--- src/rtl/control_pipeline.sv ---
// STAGES-deep instruction/control pipeline: each stage holds an instruction and a valid bit,
// exposes {flags, instr} as a microcode-ROM address and gates the returned word into a control word.
module control_pipeline #(
  parameter int                  STAGES        = 2,
  parameter int                  INSTR_W       = 8,
  parameter int                  FLAGS_W       = 7,
  parameter int                  CTRL_W        = 16,
  parameter logic [INSTR_W-1:0]  NOP_INSTR     = '0,
  parameter logic [CTRL_W-1:0]   IDLE_CONTROLS = '1,
  parameter int                  RCOUNT_W      = 16
) (
  input  logic                                clk,
  input  logic                                reset_n,
  input  logic [INSTR_W-1:0]                  instruction,
  input  logic                                fetch_suppress,
  input  logic                                stall,
  input  logic [STAGES-1:0]                   flush,
  input  logic [FLAGS_W-1:0]                  flags,
  output logic [STAGES*(FLAGS_W+INSTR_W)-1:0] rom_addr,
  input  logic [STAGES*CTRL_W-1:0]            rom_data,
  output logic [STAGES*CTRL_W-1:0]            controls_out,
  output logic [STAGES*INSTR_W-1:0]           instr_out,
  output logic [STAGES-1:0]                   valid_out,
  output logic [RCOUNT_W-1:0]                 retired_count
);

  localparam int ADDR_W = FLAGS_W + INSTR_W;
  localparam int LAST   = STAGES - 1;

  logic [INSTR_W-1:0]  r_instr [STAGES];
  logic [STAGES-1:0]   r_valid;
  logic [RCOUNT_W-1:0] r_retired;

  logic [INSTR_W-1:0]  w_instr_nxt [STAGES];
  logic [STAGES-1:0]   w_valid_nxt;
  logic                w_advance;
  logic                w_retire;

  assign w_advance = !stall;

  // A flush squashes the instruction in that stage: on an advance it leaves as a bubble,
  // on a stall it turns into a bubble in place.
  always_comb begin
    for (int s = 0; s < STAGES; s++) begin
      w_instr_nxt[s] = r_instr[s];
      w_valid_nxt[s] = r_valid[s];
    end
    if (w_advance) begin
      if (fetch_suppress) begin
        w_instr_nxt[0] = NOP_INSTR;
        w_valid_nxt[0] = 1'b0;
      end else begin
        w_instr_nxt[0] = instruction;
        w_valid_nxt[0] = 1'b1;
      end
      for (int s = 1; s < STAGES; s++) begin
        if (flush[s-1]) begin
          w_instr_nxt[s] = NOP_INSTR;
          w_valid_nxt[s] = 1'b0;
        end else begin
          w_instr_nxt[s] = r_instr[s-1];
          w_valid_nxt[s] = r_valid[s-1];
        end
      end
    end else begin
      for (int s = 0; s < STAGES; s++) begin
        if (flush[s]) begin
          w_instr_nxt[s] = NOP_INSTR;
          w_valid_nxt[s] = 1'b0;
        end
      end
    end
  end

  // An instruction retires only if it actually leaves the last stage unsquashed.
  assign w_retire = w_advance & r_valid[LAST] & ~flush[LAST];

  always_ff @(posedge clk) begin
    if (!reset_n) begin
      for (int s = 0; s < STAGES; s++) begin
        r_instr[s] <= NOP_INSTR;
      end
      r_valid   <= '0;
      r_retired <= '0;
    end else begin
      for (int s = 0; s < STAGES; s++) begin
        r_instr[s] <= w_instr_nxt[s];
      end
      r_valid <= w_valid_nxt;
      if (w_retire) begin
        r_retired <= r_retired + 1'b1;
      end
    end
  end

  for (genvar g = 0; g < STAGES; g++) begin : g_stage_out
    assign rom_addr[g*ADDR_W +: ADDR_W]      = {flags, r_instr[g]};
    assign instr_out[g*INSTR_W +: INSTR_W]   = r_instr[g];
    assign controls_out[g*CTRL_W +: CTRL_W]  = r_valid[g] ? rom_data[g*CTRL_W +: CTRL_W]
                                                          : IDLE_CONTROLS;
  end

  assign valid_out     = r_valid;
  assign retired_count = r_retired;

endmodule

--- config.mk ---
export PLATFORM = sky130hd
export DESIGN_NAME = control_pipeline
export DESIGN_NICKNAME = d
export VERILOG_FILES = /design/src/rtl/control_pipeline.sv
export SDC_FILE = /design/constraint.sdc
export NUM_CORES = 1
export LEC_CHECK = 0
export ABC_AREA = 1
export CAP_MARGIN = 20
export CORE_MARGIN = 2
export CORE_UTILIZATION = 36
export DETAILED_ROUTE_END_ITERATION = 12
export PLACE_DENSITY = 0.82
export SYNTH_ARGS = -nofsm -noshare
export SYNTH_HDL_FRONTEND = slang
export SYNTH_SLANG_ARGS = --single-unit
--- constraint.sdc ---
create_clock -name clk -period 3.2 [get_ports clk]
set_input_delay 0.96 -clock clk [delete_from_list [all_inputs] [get_ports clk]]
set_output_delay 0.96 -clock clk [all_outputs]
set_load 0.02 [all_outputs]
==> results of run 1 <==
==> power groups by stage <==
stage | sequential [mW] | combinational (mW) | clock, mW
3_5_place_dp | 0.449 | 0.175 | 0
2_1_floorplan | 0.450 | 0.0968 | 0
6_report | 0.440 | 0.175 | 0.398
4_1_cts | 0.440 | 0.176 | 0.408
3_3_place_gp | 0.449 | 0.172 | 0
5_1_grt | 0.441 | 0.188 | 0.426
==> cell families after synthesis <==
group,share of synthesized area
AOI/OAI and AO/OA,0.08741
and+or+nand+nor,0.3188
adders and majority gates,0.006426
DFF,0.3496
buffers and inverters,0.2333
xor gates and xnor gates,0.004500
==> stage by stage <==
stage,hold WS (ps),instances
2_1_floorplan,547.2,302
3_3_place_gp,461.3,462
3_5_place_dp,469.0,462
4_1_cts,479.3,469
5_1_grt,508.7,469
6_report,478.2,469
==> worst register-to-register path: stages, from the launching register on <==
cell and delay (ps):
dfxtp_1 730, nand2_2 160, nor2_4 190, nand2_2 120
nor2_4 160, nand2_1 90, nand2_1 80, nor2_1 50
==> metal layers <==
metal / wire length, um / global-route usage / part of all wire / up-vias
li1: - / - / - / 1089
met1: 2389 / 0.2228 / 0.43 / 941
met2: 2716 / 0.3104 / 0.49 / 89
met3: 376 / 0.05116 / 0.067 / 13
met4: 95 / 0.06429 / 0.017 / 0
met5: 0 / 0 / 0 / -
==> layout by cell type (no fill, tap or decap), types with 3 or more instances in the layout <==
cell type	instances
a21oi_1	27
clkbuf_8	6
o21ai_0	4
nand2_1	81
dfxtp_1	34
nor2_4	3
nand3_1	26
nor2_1	25
clkdlybuf4s50_1	127
inv_1	47
==> synthesized netlist by cell type, drive strengths merged <==
| cell | n |
|---|---|
| ha | 1 |
| xor2 | 1 |
| nand2 | 83 |
| o21ai | 4 |
| nand3 | 27 |
| clkbuf | 7 |
| dfxtp | 34 |
| nand4 | 2 |
| a211oi | 1 |
| nor3b | 1 |
| inv | 49 |
| buf | 32 |
| clkinv | 1 |
| o21bai | 1 |
| a21oi | 27 |
| nor3 | 2 |
| nor2 | 29 |
==> final timing paths <==
| path | startpoint | to | depth (start not counted) | slack, ps |
|---|---|---|---|---|
| hold / removal | r_instr[0][8]$_SDFFE_PN0P_ | r_instr[0][8]$_SDFFE_PN0P_ | 2 | 480 |
| setup reg to reg | valid_out[1]$_SDFFE_PN0P_ | retired_count[9]$_SDFFE_PN0P_ | 7 | 1500 |
| setup / recovery | rom_data[27] | controls_out[27] | 4 | 110 |
| hold reg to reg | r_instr[0][8]$_SDFFE_PN0P_ | r_instr[0][8]$_SDFFE_PN0P_ | 2 | 480 |
==> flip-flops by register name, summed over array words and instances, names as in the netlist <==
register       count
r_instr           16
valid_out          2
retired_count     16
==> cell type report <==
class	count	area share
clock buffers	6	0.02606
clock inverters	1	0.009475
inverters	50	0.06001
multi-input cells	179	0.2562
flip-flops and latches	34	0.2148
well taps	70	0.02764
repair buffers	129	0.4058
==> impl_metrics.toml, run 1 <==
[sta]
rsz0062_at_grt = "no"
final_max_slew_viol_count = 0
hold_viol = 0
slew_headroom = 0.5319
fin_ws_ps = 106.3
fmax_ghz = 0.3232
setup_tns_ps = 0
tightest_slew_ps = 701.4
skew_ps = 8.685
final-setup-viol-count = 0
finalCritPeriodShare = 0.9668
final.min_clock_period_ps = 3094

[clock_network]
cts_resized = 0
tritoncts = "built"
clock_tree.root_cell = "clkbuf_8"
numCtsBuffers = 5
postCtsHoldBufs = 0
post_cts.repair.setup_buffers = 0
clk_path_buf_depth = 2
clock_latency_ps = 280
clk_pin_slew_ps = 60
cts_num_sinks = 34
h-tree-depth = 2

[logic_synthesis]
syn_area_per_cell_um2 = 6.447
syn_area_um2 = 1947
synth_warnings = 0
ys_seq_area_frac = 0.3496
synthTopCellsByArea = "dfxtp_1, nand2_1, buf_4"
synth_largest_area_cell = "dfxtp_1"
netlist_instances = 302
synth_seq_cells = 34
netlist.area_leader.share = 0.3496
syn_nets = 356
synth_cell_types = 24

[power]
power_switching_uw = 237.0
pwr-share-clk = 0.393
p_total_mw = 1.012
comb_power_share = 0.173
max-vdd-ir-drop_mv = 0.2563
p_seq_frac = 0.434
p_int_uw = 775.4
pwr_density_cell_nw_per_um2 = 319.4
p_leak_nw = 1.279
sw_frac_of_total = 0.2341

[worst_setup_path]
path_buf_inv = 3
worstSetupPathType = "in -> out"
startpoint_type = "input pin"
worstPathRequired_ps = 2240
crit_top_cell = "clkdlybuf4s50_1"
worst_ep_arrival_time_ps = 2130
path_cells = "clkdlybuf4s50_1, inv_1, nand2_1, clkdlybuf4s50_1"
slowest_stage = "clkdlybuf4s50_1"
critPathMaxFanout = 1
cp-end-kind = "output pin"
cpPeakStageDelay_ps = 610
crit_family = "buffers and inverters"

[finish]
regArea_um2 = 680.7
fin_area_um2 = 3169
nNetsFinal = 453
fillerInstances = 466
multiInputGateArea_um2 = 812.0
diodes = 0
fin_util = 0.6127
drive_above_1_share = 0.04511
syn2layout_area_growth_pct = 62.79

[floorplanning]
io_pins = 149
start_util = 0.3764
dieWidth_um = 77.54
core_um2 = 5172
die_area_um2 = 6012
num_rows = 26
die_h_um = 77.54

[route]
avgViaCountPerCell = 4.546
drtPass1Iterations = 4
wl_um = 5578
drc = 0
routedWlPerCell_um = 11.89
drt-initial-drc-count = 91
ant_nets = 0
vias = 2132

[place]
placed_area_um2 = 3057
io_buffers = 127
place_ws_ps = 103.0
hpwl_um = 4206
gp_congestion = 0.8000

[global_routing]
antenna_found_initial = 0
gr-usage-all-layers = 0.1834
grt_max_degree = 23
overflow = 0
grt_pass1_vias = 1959
grt_pass1_wl_um = 9039

[worst_hold_path]
hp-class = "reg -> reg"

[flow_run]
drv_cap = 0

[outcome]
status = "finished, final reports clean"
Power figures use the tool's default switching activity.
==> run 2: changes to the inputs <==
- CAP_MARGIN: 20 -> 5
==> results of run 2 <==
The final DEF is identical to that of run 1; final timing and power are the same.
==> RTL edit 1: new RTL, flow settings as in run 2 <==
`CTRL_W`: 16 -> 32.
--- a/src/rtl/control_pipeline.sv
+++ b/src/rtl/control_pipeline.sv
@@ -4,7 +4,7 @@
   parameter int                  STAGES        = 2,
   parameter int                  INSTR_W       = 8,
   parameter int                  FLAGS_W       = 7,
-  parameter int                  CTRL_W        = 16,
+  parameter int                  CTRL_W        = 32,
   parameter logic [INSTR_W-1:0]  NOP_INSTR     = '0,
   parameter logic [CTRL_W-1:0]   IDLE_CONTROLS = '1,
   parameter int                  RCOUNT_W      = 16
Interface: changed (resized controls_out and rom_data); port bits go from 149 to 213. The function was not compared with the original's and may differ.
==> RTL edit 1 against run 2 <==
  * Power up 3.1%
  * First-iteration DRC count up 46%
  * Final area up 29%
  * Wire length up 57%
  * Worst setup slack worse by 0.061 ns
  * Synthesized area up 14%
  * Sequential cell count unchanged
  * Critical path type unchanged
  * Critical endpoint is now controls_out[20]
  * Largest cell class unchanged
==> RTL edit 1: results (changes against run 2) <==
\begin{tabular}{lr}
\hline
Metric & Value \\
\hline
\multicolumn{2}{l}{\textbf{Run status}} \\
Status & completed \\
\multicolumn{2}{l}{\textbf{Synth}} \\
Net count of the mapped netlist & 458 (+29\%) \\
Proportion of synthesized chip area in sequential cells & 30.61\% (-4.3 points) \\
Gate count after technology mapping & 372 (+23\%) \\
Top cell types by occurrence after synthesis & 114 x sky130\_fd\_sc\_hd\_\_nand2\_1, 80 x sky130\_fd\_sc\_hd\_\_inv\_1, 34 x sky130\_fd\_sc\_hd\_\_dfxtp\_1, 31 x sky130\_fd\_sc\_hd\_\_buf\_4, 26 x sky130\_fd\_sc\_hd\_\_a21oi\_1 \\
Synth area leaders & sky130\_fd\_sc\_hd\_\_dfxtp\_1 31\%, sky130\_fd\_sc\_hd\_\_nand2\_1 19\%, sky130\_fd\_sc\_hd\_\_inv\_1 14\% \\
\multicolumn{2}{l}{\textbf{Power}} \\
Worst vdd rail ir drop & 0.2284 mV (-11\%) \\
Switching part of the total power & 27.07\% (+3.7 points) \\
Leakage & 1.734 nW (+36\%) \\
\multicolumn{2}{l}{\textbf{Place}} \\
Last weighted congestion value of the routability-driven placer & 0.8245 (+3.1\%) \\
Cell count after placement & 599 (+30\%) \\
Placed wire-length estimate after detailed placement & 7209 µm (+71\%) \\
Quantity of I/O buffers inserted on ports & 191 (+50\%) \\
Placed inst area & 0.003980 mm² (+30\%) \\
\multicolumn{2}{l}{\textbf{STA}} \\
Largest clock skew in the final design & 0.004102 ns (-0.004583 ns) \\
Worst slew pin tran & 0.7071 ns (+0.005622 ns) \\
\multicolumn{2}{l}{\textbf{Detailed routing}} \\
Detail-routed net length per standard cell & 14.36 µm (+21\%) \\
Detailed router's first-iteration violation count & 133 (+46\%) \\
\multicolumn{2}{l}{\textbf{Setup path}} \\
Arrival time at the worst endpoint & 2.20 ns (+0.07 ns) \\
\multicolumn{2}{l}{\textbf{GRT}} \\
Global-route wire length before repair & 12,470 µm (+38\%) \\
Vias in the first global route & 2,592 (+32\%) \\
Largest net degree at the start of global routing & 35 (+52\%) \\
Initial antenna violation count & 3 (+3) \\
GRT Total Usage & 24.80\% (+6.5 points) \\
\multicolumn{2}{l}{\textbf{Finish}} \\
Post-layout net count & 617 (+36\%) \\
\hline
\end{tabular}
[RTL edit 1: cell types whose count changed after synthesis, sizes merged]
cell,delta
nand2,+33
inv,+33
nor2,+1
a21oi,-1
o21ai,+1
clkbuf,+4
nand3,-1
[RTL edit 1: kinds of logic (layout without fill, tap and decap cells)]
logic type / count (synthesis) / count (layout) / share of synthesized area (%)
XOR/XNOR: 1 / 1 / 0.3940
AND/OR/NAND/NOR: 177 / 177 / 34.10
other: 0 / 3 / 0
flip-flops: 34 / 34 / 30.61
adder cells (fa/ha/maj): 1 / 1 / 0.5627
AO/OA/AOI/OAI: 33 / 33 / 7.653
buffers and inverters: 126 / 286 / 26.67
[RTL edit 1: path summary, 6_finish.rpt]
check                                         end  slack [ns]           start  cells past startpoint
worst max-delay path             controls_out[20]        0.04    rom_data[20]                      4
worst min-delay path               r_instr[0][10]        0.49  r_instr[0][10]                      2
worst max register to register  retired_count[11]        1.63    valid_out[1]                      8
worst min register to register     r_instr[0][10]        0.49  r_instr[0][10]                      2
[RTL edit 1: cell type report]
class	count	area (µm²)	share of cell area, %
Sequential cell	34	680.7	16.69
Clock inverter	1	5.005	0.1227
Inverter	83	314.1	7.699
Timing Repair Buffer	195	1942	47.61
Multi-Input combinational cell	212	949.7	23.28
Tap cell	75	93.84	2.301
Antenna cell	3	7.507	0.1840
Clock buffer	7	86.33	2.117
[RTL edit 1: layer usage]
metal / track usage, % / routed length (µm) / part of all wire [%]
met5: 0 / 0 / 0
met4: 8.197 / 285 / 3.3
met3: 6.848 / 748 / 8.5
met2: 49.52 / 4720 / 54
met1: 24.12 / 3008 / 34
[RTL edit 1: power groups by stage]
| stage | Sequential, mW | Combinational [mW] | Clock [mW] |
|---|---|---|---|
| floorplan | 0.450 | 0.132 | 0 |
| global placement | 0.443 | 0.287 | 0 |
| detailed placement | 0.444 | 0.290 | 0 |
| CTS | 0.434 | 0.291 | 0.323 |
| global route | 0.435 | 0.311 | 0.346 |
| finish | 0.434 | 0.289 | 0.321 |
[RTL edit 1: worst register-to-register path: cells and delay by family, from the launching register on]
| kind | cells | cell delay, ns |
|---|---|---|
| buf+inv | 1 | 0.33 |
| simple gates | 7 | 0.80 |
| flops | 1 | 0.33 |
==> RTL edit 2: new RTL, flow settings as in run 2 <==
Made on the original files. Put one more register stage on the output `retired_count`, cleared by the reset. The value now appears one clock later. The other outputs are not delayed to match.
--- a/src/rtl/control_pipeline.sv
+++ b/src/rtl/control_pipeline.sv
@@ -101,7 +101,13 @@
   end
 
   assign valid_out     = r_valid;
-  assign retired_count = r_retired;
+  always_ff @(posedge clk) begin
+    if (!reset_n) begin
+      retired_count <= '0;
+    end else begin
+      retired_count <= r_retired;
+    end
+  end
 
 endmodule
 
Formal check against the unedited RTL: not equivalent (Yosys sat finds a counterexample within 4 cycles, from zero or initial values and one cycle with reset_n low).
==> RTL edit 2 against run 2 <==
  * Final area is 12% higher
  * Synthesized area is 21% higher
  * Global-route usage is 1.5 points lower
  * First-iteration DRC count is 57% lower
  * Wire length is 6.9% higher
  * Utilization is 5.2 points lower
  * Register-to-register slack better by 0.24 ns
  * Fmax is 2.2% lower
  * Sequential cell count is 16 higher
  * Clock skew is 0.00067 ns lower
  * Worst setup slack worse by 0.068 ns
  * Die area is 20% higher
  * Power is 12% higher
  * Critical endpoint is now controls_out[23]
==> RTL edit 2: results (changes against run 2) <==
\begin{tabular}{lr}
\hline
Metric & Value \\
\hline
\multicolumn{2}{l}{\textbf{Synth}} \\
Proportion of synthesized chip area in sequential cells & 42.33\% (+7.4 points) \\
Synth area leaders & sky130\_fd\_sc\_hd\_\_dfxtp\_1 42\%, sky130\_fd\_sc\_hd\_\_nand2\_1 12\%, sky130\_fd\_sc\_hd\_\_buf\_4 9.5\% \\
Number of distinct library cells after synthesis & 26 (+8.3\%) \\
Net count of the mapped netlist & 384 (+7.9\%) \\
\multicolumn{2}{l}{\textbf{GRT}} \\
Met2 Resource Use GR & 28.84\% (-2.2 points) \\
Met1 track demand over resource in global routing & 19.76\% (-2.5 points) \\
Vias in the first global route & 2,230 (+14\%) \\
Largest net degree at the start of global routing & 24 (+4.3\%) \\
Global-route met3 utilization & 4.086\% (-1.0 points) \\
GRT Total Usage & 16.83\% (-1.5 points) \\
\multicolumn{2}{l}{\textbf{CTS}} \\
Insertion delay of the later-clocked pin in the worst-skew pair & 0.30 ns (+0.02 ns) \\
\multicolumn{2}{l}{\textbf{Floorplan}} \\
Die outline width & 85.05 µm (+9.7\%) \\
\multicolumn{2}{l}{\textbf{Place}} \\
Placed wire-length estimate after detailed placement & 4538 µm (+7.9\%) \\
Cell count after placement & 495 (+7.1\%) \\
Worst setup timing slack at the placement stage & 0.04589 ns (-0.05710 ns) \\
\multicolumn{2}{l}{\textbf{Detailed routing}} \\
Detail Route met2 WL & 2831 µm (+4.2\%) \\
Detailed-routing wirelength on met1 & 2606 µm (+9.1\%) \\
Met3 routed wirelength & 357 µm (-5.1\%) \\
Vias post-DR & 2,305 (+8.1\%) \\
\multicolumn{2}{l}{\textbf{STA}} \\
Largest clock skew in the final design & 0.008013 ns (-0.0006724 ns) \\
\multicolumn{2}{l}{\textbf{Finish}} \\
Inverters, non-clock & 53 (+6.0\%) \\
Clock-cell share & 2.250\% (-1.3 points) \\
Final standard cell utilization of the core & 56.04\% (-5.2 points) \\
Layout cells sized above 1 & 8.471\% (+4.0 points) \\
\multicolumn{2}{l}{\textbf{Run status}} \\
Status & completed \\
\multicolumn{2}{l}{\textbf{Setup path}} \\
Arrival time at the worst endpoint & 2.20 ns (+0.07 ns) \\
Delay of the slowest critical-path stage & 0.54 ns (-0.07 ns) \\
\multicolumn{2}{l}{\textbf{Power}} \\
Worst vdd rail ir drop & 0.2632 mV (+2.7\%) \\
\hline
\end{tabular}
-- RTL edit 2: changes by cell type after synthesis, sizes merged, moves of 2 or more --
cell,run 2,this run
nand4,2,4
dfxtp,34,50
inv,49,52
nand2,83,78
nor2,29,20
or2,0,16
-- RTL edit 2: worst paths after layout --
kind	start	end	slack, ns	cells after the start
worst max-delay path	rom_data[23]	controls_out[23]	0.04	3
worst min-delay path	r_retired[12]	retired_count[12]	0.45	2
worst max register to register	r_retired[0]	r_retired[12]	1.74	8
worst min register to register	r_retired[12]	retired_count[12]	0.45	2
-- RTL edit 2: power by group --
group	internal [mW]	leakage [nW]	switching, mW	total [mW]
Combinational	0.0853	1.04	0.0652	0.151
Sequential	0.627	0.404	0.00754	0.634
Clock	0.150	0.0373	0.196	0.346
-- RTL edit 2: cell families after synthesis --
logic type	Yosys count	synth area share, %
simple gates	150	29.63
buf+inv	94	19.79
flops	50	42.33
compound gates	34	7.355
xor+xnor	1	0.3704
fa+ha+maj	1	0.5290
